`config.mk`:
```
export PLATFORM = sky130hd
export DESIGN_NAME = ext_pipe_flat
export DESIGN_NICKNAME = d
export VERILOG_FILES = /design/src/rtl/ext_pipe_pkg.sv /design/src/rtl/ext_pipe_if.sv /design/src/rtl/ext_pipe_mask_gen.sv /design/src/rtl/ext_pipe.sv /design/src/flat_wrapper.sv
export SDC_FILE = /design/constraint.sdc
export NUM_CORES = 1
export LEC_CHECK = 0
export BUFFER_PORTS_ARGS = -buffer_cell sky130_fd_sc_hd__buf_2
export CAP_MARGIN = 20
export CORE_ASPECT_RATIO = 1.25
export CORE_UTILIZATION = 58
export DETAILED_ROUTE_END_ITERATION = 8
export PLACE_DENSITY = 0.86
export SYNTH_ARGS = -nofsm -noshare
export SYNTH_HDL_FRONTEND = slang
export SYNTH_HIERARCHICAL = 1
export SYNTH_SLANG_ARGS = --single-unit
export TNS_END_PERCENT = 50
```
`constraint.sdc`:
```
create_clock -name clk -period 3.7 [get_ports clk]
set_input_delay 0.37 -clock clk [delete_from_list [all_inputs] [get_ports clk]]
set_output_delay 0.37 -clock clk [all_outputs]
set_load 0.05 [all_outputs]
```
`src/rtl/ext_pipe_pkg.sv`:
```
`default_nettype none
// ----------------------------------------------------------------------------
// ext_pipe_pkg : extension opcode encodings and helpers shared by ext_pipe
// Rev 1.0
// ----------------------------------------------------------------------------
package ext_pipe_pkg;

    localparam int ExtOp_WIDTH = 3;

    typedef logic [ExtOp_WIDTH-1:0] ext_op_t;

    localparam ext_op_t ExtOp_SIGNED = 3'd0;
    localparam ext_op_t ExtOp_UNSIGN = 3'd1;
    localparam ext_op_t ExtOp_HIGH16 = 3'd2;
    localparam ext_op_t ExtOp_BD14   = 3'd3;
    localparam ext_op_t ExtOp_LI24   = 3'd4;
    localparam ext_op_t ExtOp_MASK   = 3'd5;

    function automatic logic ext_op_legal(input ext_op_t op);
        return op <= ExtOp_MASK;
    endfunction

endpackage
`default_nettype wire

```
`src/rtl/ext_pipe_if.sv`:
```
`default_nettype none
// ----------------------------------------------------------------------------
// ext_pipe_if : request/result handshake bundle between decode and ext_pipe
// Rev 1.0
// ----------------------------------------------------------------------------
interface ext_pipe_if #(
    parameter int DATA_W = 32,
    parameter int TAG_W  = 5
);
    import ext_pipe_pkg::*;

    logic              in_valid;
    logic              in_ready;
    logic [25:0]       in_imm;
    ext_op_t           in_op;
    logic [TAG_W-1:0]  in_tag;
    logic              out_valid;
    logic              out_ready;
    logic [DATA_W-1:0] out_data;
    logic [TAG_W-1:0]  out_tag;
    logic              out_err;

    modport master (
        output in_valid, in_imm, in_op, in_tag, out_ready,
        input  in_ready, out_valid, out_data, out_tag, out_err
    );

    modport slave (
        input  in_valid, in_imm, in_op, in_tag, out_ready,
        output in_ready, out_valid, out_data, out_tag, out_err
    );

endinterface
`default_nettype wire

```
`src/rtl/ext_pipe_mask_gen.sv`:
```
`default_nettype none
// ----------------------------------------------------------------------------
// ext_mask_gen : rlwinm-style MB/ME to 32-bit mask (IBM bit 0 = MSB)
// Rev 1.0
// ----------------------------------------------------------------------------
module ext_mask_gen (
    input  wire logic [4:0]  mb_i,
    input  wire logic [4:0]  me_i,
    output logic      [31:0] mask_o
);

    logic [31:0] w_from_mb;
    logic [31:0] w_to_me;

    // IBM bits MB..31 and 0..ME expressed as right/left shifted all-ones words
    assign w_from_mb = 32'hFFFF_FFFF >> mb_i;
    assign w_to_me   = 32'hFFFF_FFFF << (5'd31 - me_i);

    assign mask_o = (mb_i <= me_i) ? (w_from_mb & w_to_me) : (w_from_mb | w_to_me);

endmodule
`default_nettype wire

```
`src/rtl/ext_pipe.sv`:
```
`default_nettype none
// ----------------------------------------------------------------------------
// ext_pipe : DEPTH-stage immediate extension unit with valid/ready and flush
// Rev 1.0
// ----------------------------------------------------------------------------
module ext_pipe
    import ext_pipe_pkg::*;
#(
    parameter int DATA_W = 32,
    parameter int DEPTH  = 1,
    parameter int TAG_W  = 5
) (
    input  wire logic  clk,
    input  wire logic  rst_n,
    input  wire logic  flush,
    ext_pipe_if.slave  bus
);

    logic [DATA_W-1:0]             w_ext;
    logic                          w_illegal;
    logic [31:0]                   w_mask;
    logic                          w_accept;
    logic [DEPTH-1:0]              w_load;
    logic [DEPTH-1:0]              w_valid;
    logic [DEPTH-1:0]              w_err;
    logic [DEPTH-1:0][DATA_W-1:0]  w_data;
    logic [DEPTH-1:0][TAG_W-1:0]   w_tag;

    ext_mask_gen u_mask (
        .mb_i   (bus.in_imm[10:6]),
        .me_i   (bus.in_imm[5:1]),
        .mask_o (w_mask)
    );

    // Sign extension relies on size-casting a signed operand up to DATA_W
    always_comb begin
        w_ext     = '0;
        w_illegal = !ext_op_legal(bus.in_op);
        case (bus.in_op)
            ExtOp_SIGNED: w_ext = DATA_W'($signed(bus.in_imm[15:0]));
            ExtOp_UNSIGN: w_ext = DATA_W'(bus.in_imm[15:0]);
            ExtOp_HIGH16: w_ext = DATA_W'($signed({bus.in_imm[15:0], 16'h0000}));
            ExtOp_BD14:   w_ext = DATA_W'($signed({bus.in_imm[15:2], 2'b00}));
            ExtOp_LI24:   w_ext = DATA_W'($signed({bus.in_imm[25:2], 2'b00}));
            ExtOp_MASK:   w_ext = DATA_W'(w_mask);
            default:      w_ext = '0;
        endcase
    end

    // A stage can load if it is empty or everything downstream can advance
    always_comb begin
        w_load            = '0;
        w_load[DEPTH-1]   = !w_valid[DEPTH-1] || bus.out_ready;
        for (int k = DEPTH - 2; k >= 0; k--) begin
            w_load[k] = !w_valid[k] || w_load[k+1];
        end
    end

    assign bus.in_ready = w_load[0] && !flush;
    assign w_accept     = bus.in_valid && bus.in_ready;

    for (genvar i = 0; i < DEPTH; i++) begin : g_stage
        logic              in_v;
        logic              in_e;
        logic [DATA_W-1:0] in_d;
        logic [TAG_W-1:0]  in_t;
        logic              valid_q, valid_d;
        logic              err_q, err_d;
        logic [DATA_W-1:0] data_q, data_d;
        logic [TAG_W-1:0]  tag_q, tag_d;

        if (i == 0) begin : g_head
            assign in_v = w_accept;
            assign in_d = w_ext;
            assign in_t = bus.in_tag;
            assign in_e = w_illegal;
        end else begin : g_body
            assign in_v = w_valid[i-1];
            assign in_d = w_data[i-1];
            assign in_t = w_tag[i-1];
            assign in_e = w_err[i-1];
        end

        always_comb begin
            valid_d = valid_q;
            data_d  = data_q;
            tag_d   = tag_q;
            err_d   = err_q;
            if (flush) begin
                valid_d = 1'b0;
            end else if (w_load[i]) begin
                valid_d = in_v;
                if (in_v) begin
                    data_d = in_d;
                    tag_d  = in_t;
                    err_d  = in_e;
                end
            end
        end

        always_ff @(posedge clk or negedge rst_n) begin
            if (!rst_n) begin
                valid_q <= 1'b0;
                data_q  <= '0;
                tag_q   <= '0;
                err_q   <= 1'b0;
            end else begin
                valid_q <= valid_d;
                data_q  <= data_d;
                tag_q   <= tag_d;
                err_q   <= err_d;
            end
        end

        assign w_valid[i] = valid_q;
        assign w_data[i]  = data_q;
        assign w_tag[i]   = tag_q;
        assign w_err[i]   = err_q;
    end

    assign bus.out_valid = w_valid[DEPTH-1];
    assign bus.out_data  = w_data[DEPTH-1];
    assign bus.out_tag   = w_tag[DEPTH-1];
    assign bus.out_err   = w_err[DEPTH-1];

endmodule
`default_nettype wire
```
`src/flat_wrapper.sv`:
```
// flat-port wrapper written by rule: the top's interface ports become plain ports
module ext_pipe_flat import ext_pipe_pkg::*;
#(
    parameter int DATA_W = 32,
    parameter int DEPTH  = 1,
    parameter int TAG_W  = 5
)
  (clk, rst_n, flush, bus_in_valid, bus_in_imm, bus_in_op, bus_in_tag, bus_out_ready, bus_in_ready, bus_out_valid, bus_out_data, bus_out_tag, bus_out_err);
  ext_pipe_if #(.DATA_W(DATA_W), .TAG_W(TAG_W)) bus_i ();
  input  wire logic clk;
  input  wire logic rst_n;
  input  wire logic flush;
  input wire logic [$bits(bus_i.in_valid)-1:0] bus_in_valid;
  input wire logic [$bits(bus_i.in_imm)-1:0] bus_in_imm;
  input wire logic [$bits(bus_i.in_op)-1:0] bus_in_op;
  input wire logic [$bits(bus_i.in_tag)-1:0] bus_in_tag;
  input wire logic [$bits(bus_i.out_ready)-1:0] bus_out_ready;
  output wire logic [$bits(bus_i.in_ready)-1:0] bus_in_ready;
  output wire logic [$bits(bus_i.out_valid)-1:0] bus_out_valid;
  output wire logic [$bits(bus_i.out_data)-1:0] bus_out_data;
  output wire logic [$bits(bus_i.out_tag)-1:0] bus_out_tag;
  output wire logic [$bits(bus_i.out_err)-1:0] bus_out_err;
  assign bus_i.in_valid = bus_in_valid;
  assign bus_i.in_imm = bus_in_imm;
  assign bus_i.in_op = bus_in_op;
  assign bus_i.in_tag = bus_in_tag;
  assign bus_i.out_ready = bus_out_ready;
  assign bus_in_ready = bus_i.in_ready;
  assign bus_out_valid = bus_i.out_valid;
  assign bus_out_data = bus_i.out_data;
  assign bus_out_tag = bus_i.out_tag;
  assign bus_out_err = bus_i.out_err;
  ext_pipe #(.DATA_W(DATA_W), .DEPTH(DEPTH), .TAG_W(TAG_W)) u_core (.clk(clk), .rst_n(rst_n), .flush(flush), .bus(bus_i));
endmodule
```
# == Yosys cells after proc, flatten, opt, wreduce, memory -nomap -nowiden ==
# Cells that the tools add are included.
# op_classes
shift,2
add_sub_neg,1
order_cmp,2
reduce_logical,9
n_mul,0
bitwise_logic,3
div,0
muxes,4
eq_ne,5
# ops
op,n
$pmux W32 S6,1
$and A32 B32 Y32,1
$mux W32,1
$or A32 B32 Y32,1
$shl A32 B5 Y32 const A,1
$shr A32 B5 Y32 const A,1
$eq A3 B2 Y1 const B,2
$eq A3 B3 Y1 const B,2
$le A5 B5 Y1,1
$sub A5 B5 Y5 const A,1
$eq A3 B1 Y1 const B,1
$le A3 B3 Y1 const B,1
$logic_not A1 Y1,3
$logic_not A3 Y1,1
$reduce_and A3 Y1,1
$logic_and A1 B1 Y1,2
$mux W1,2
$reduce_bool A2 Y1,1
$logic_or A1 B1 Y1,1
$not A1 Y1,1
# totals
mem_bits_rw,0
regBits,39
word_cells,30
n_memories,0
latchBits,0
romBits,0

# == Longest topological paths before layout ==
# depth
ltp_word,6
ltp_mapped,12
depth_no_buf,10

# == By module ==
# Netlist, hierarchy kept.
# by_module_without_submodules
module,area_each_um2,cells_per_inst,instances
ext_pipe,2214.6,223,1
ext_mask_gen,963.4,144,1

# == Worst setup path after synthesis ==
# No wires, ideal clock.
# synth_timing
path_type,input to register
start,input bus_in_imm[2]
end,register u_core.g_stage[0].data_q[17] (netlist: u_core/bus.out_data[17])
setup_ns,0.126
required_ns,3.574
arrival_time_ns,2.301
stages,11
slack_ns,1.273
path_cell_list,clkbuf_1 inv_1 ha_1 nor2b_1 o21ai_2 a32oi_4 buf_6 maj3_2 mux2i_1 o22ai_1 a221o_1
# synth_via
elab_chain_len,5
elab_cells_between_ends,7
cone_classes,add/sub: 1; order compare: 1; shift: 1; mux: 2; bitwise: 2
# synth_rtl
element,line,text
"start, declared",flat_wrapper.sv:14,input wire logic [$bits(bus_i.in_imm)-1:0] bus_in_imm;
$sub A5 B5 Y5,ext_pipe_mask_gen.sv:17,assign w_to_me = 32'hFFFF_FFFF << (5'd31 - me_i);
$shl A32 B5 Y32,ext_pipe_mask_gen.sv:17,
$or A32 B32 Y32 or $and A32 B32 Y32 (tied branches),ext_pipe_mask_gen.sv:19,assign mask_o = (mb_i <= me_i) ? (w_from_mb & w_to_me) : (w_from_mb | w_to_me);
$mux W32 (*),ext_pipe_mask_gen.sv:19,
via u_core.w_mask[17],ext_pipe.sv:21,logic [31:0] w_mask;
$pmux W32 S6 (*),ext_pipe.sv:39,case (bus.in_op)
"end signal, assigned",ext_pipe.sv:109,data_q <= data_d;
"end, declared",ext_pipe.sv:69,"logic [DATA_W-1:0] data_q, data_d;"
# Mark *: on every way through the listed nets, which the timed path passes. The rest lies on a longest branch.
# A chain may end at the register's enable or synchronous reset.

# == Worst setup path in the final report ==
# layout_timing
start,input bus_in_imm[4]
end,register u_core.g_stage[0].data_q[16] (netlist: u_core/bus.out_data[16])
# Same word-level chain as after synthesis.

==> reports/qor.csv <==
metric;value;unit
status;finished, final reports clean;
antenna-violating nets left;0;
Cell variety after synth;50;
routed wl met3;711;um
Residual DRC;0;
fin crit share;72.1;%
Synth top area share;30.7;%
Final Hold Viols;0;
vias per cell;6.56;
count of state elements after synthesis;39;
Final Cell Area;3620;sq um
crit path max fanout;12;
clk slew on worst S/H paths;0.08;ns
static leakage;1.67;nW
post-CTS setup buffers;0;
root buf cell;clkbuf_8;
pwr/cell area;433;nW/um^2
Clock Skew;0.00761;ns
Met1 Wirelength;3.91;mm
Resized cells post-CTS;0;
CTS Hold Bufs;0;
overall die area;5780;sq um
post-place instance area;3510;sq um
largest net degree at the start of global routing;40;
Synth Net Count;411;
fmax;375;MHz
TritonCTS clock tree;yes;
Cell Area, Synth;3180;sq um
Startpoint Class;primary input;
First DRT Iteration DRCs;320;
IO Port Bufs;78;
vias in the first global route;2940;
Worst R2R Setup Slack;1.83;ns
Top FF cell, synth;dfrtp_1;
critical path required time;3.88;ns
crit end category;flop;
YS warnings;6;
Worst slew margin;38.9;%
arrival time worst endpoint;2.85;ns
Worst Tran Pin Value;0.916;ns
Async SR Flop Fraction;100;%
Max-Cap Viols;0;
EDFF count, synth;0;
first-pass GRT wire length;14.9;mm
min Tclk post-route;2.67;ns
ANT cells;0;
Slew Limit Fails;0;
Die Width;68.2;um
sequential fraction of the synthesis area;30.7;%
Final Core Density;69.8;%
dpl ws;0.771;ns
Final GP Congestion;0.936;
Overflow after GRT;0;
Clk Latency, worst-skew pair;0.30;ns
syn_area_per_cell;8.66;sq um
RSZ-0062 raised after global routing;false;
Mapped Cells;367;
top sig layer;met4;
setup TNS;0;ns
H-tree levels;2;
initial antenna violation count;0;
core area;5190;sq um
clk buf depth;2;
Setup CP Type;primary input to flop;
Worst VDD drop;0.178;mV
Ports;79;
first-pass iteration count of the detailed router;6;
mean routed wirelength per cell;19.5;um
reg2reg path depth;4;
Die Ht;84.8;um
area leader, netlist;dfrtp_1;
Synth area leaders;dfrtp_1 (31%), maj3_2 (8.9%), nand2_1 (5.0%);
Final WS setup;1.03;ns
fill count;444;
CTS Buf Count;5;
Post-DP HPWL;6.62;mm
vias;3200;
Global Route Usage Sum;34.3;%
Initial Utilization;61.2;%
nets;469;
Final setup viols;0;
cell row count;29;
P&R area growth vs syn;14.0;%
total routed wirelength;9.53;mm
clk sinks;39;
Routed met2 length;4.69;mm
Min-Delay Path Class;primary input to async pin;
layout cell share with drive strength beyond 1;31.0;%
[critical path: stages]
cell and delay, ns:
buf_2 0.18, clkinv_1 0.25, ha_1 0.36, a21o_1 0.19, a21oi_2 0.18, a32oi_4 0.15
buf_4 0.25, maj3_2 0.29, mux2i_1 0.17, o22ai_1 0.10, a221o_1 0.34
[logic make-up (layout without fill, tap and decap cells)]
kind of cell | count (synthesis) | count (layout) | share of synthesized area, %
multiplexers | 12 | 12 | 3.90
flip-flops | 39 | 39 | 30.7
adder cells (fa/ha/maj) | 32 | 32 | 11.5
AO/OA/AOI/OAI | 122 | 122 | 27.6
buffers and inverters | 41 | 100 | 6.89
AND/OR/NAND/NOR | 121 | 121 | 19.5
[cell type report]
class                   count  area [sq um]  share of cell area (%)
multi-input cells         287          1980                    54.7
flip-flops and latches     39           976                    26.9
repair buffers             85           443                    12.2
clock buffers               6          82.6                    2.28
well taps                  62          77.6                    2.14
clock inverters             2          35.0                   0.967
inverters                   7          26.3                   0.725
[power by group]
part / leakage [nW] / total, W / internal (W) / switching, W
logic: 1.11 / 0.000665 / 0.000202 / 0.000463
clock network: 0.0612 / 0.000381 / 0.000218 / 0.000163
registers: 0.501 / 0.000524 / 0.000488 / 0.0000356
[state kept, by name, indices dropped and copies added (netlist names)]
| name | cells |
|---|---|
| u_core/bus.out_data | 32 |
| u_core/bus.out_err | 1 |
| u_core/bus.out_tag | 5 |
| u_core/bus.out_valid | 1 |
[cell usage after synthesis (2+ instances only)]
cell type and n:
mux2_2 3, nand3_1 5, a32oi_1 14, inv_1 6, nor2_1 23, nand2b_1 6
nor3_1 4, o2bb2ai_1 3, a21o_1 4, o21a_1 4, buf_4 4, o21ai_0 17
maj3_1 2, a22o_1 9, buf_6 5, dfrtp_1 39, and2_1 7, nand2_1 42
buf_2 10, a31oi_1 3, a21oi_1 31, a221o_1 11, clkbuf_1 14, nor2b_1 20
ha_1 5, or2_2 3, maj3_2 25, o221ai_1 2, o31ai_1 15, mux2i_1 9
o22ai_1 3
[layout by cell type (no fill, tap or decap), drive strengths merged, types with 11 or more instances in the layout]
cell type / instances
buf: 85
nand2: 42
dfrtp: 39
a21oi: 32
maj3: 27
nor2: 23
nor2b: 20
o21ai: 18
o31ai: 15
a32oi: 15
a221o: 11
[routing by layer]
metal	vias up	global-route usage (%)
met3	19	2.99
met2	195	55.0
met4	0	13.1
met1	1527	46.6
li1	1459	-
met5	-	0
[metrics by stage]
stage                     instances  power (W)  hold slack (ns)
after floorplan                 367    0.00103           0.0744
after global placement          480    0.00117            0.452
after detailed placement        480    0.00119            0.457
after CTS                       488    0.00157            0.233
after global routing            488    0.00163            0.263
final                           488    0.00157            0.203
[final timing paths]
path | from | endpoint
min reg2reg | u_core/bus.out_tag[1] | u_core/bus.out_tag[1]
max in group asynchronous | rst_n | u_core/bus.out_tag[0]
max reg2reg | u_core/bus.out_valid | u_core/bus.out_data[28]
min | rst_n | u_core/bus.out_data[4]
max | bus_in_imm[4] | u_core/bus.out_data[16]
min in group clk | flush | u_core/bus.out_valid
Power figures use the tool's default switching activity.
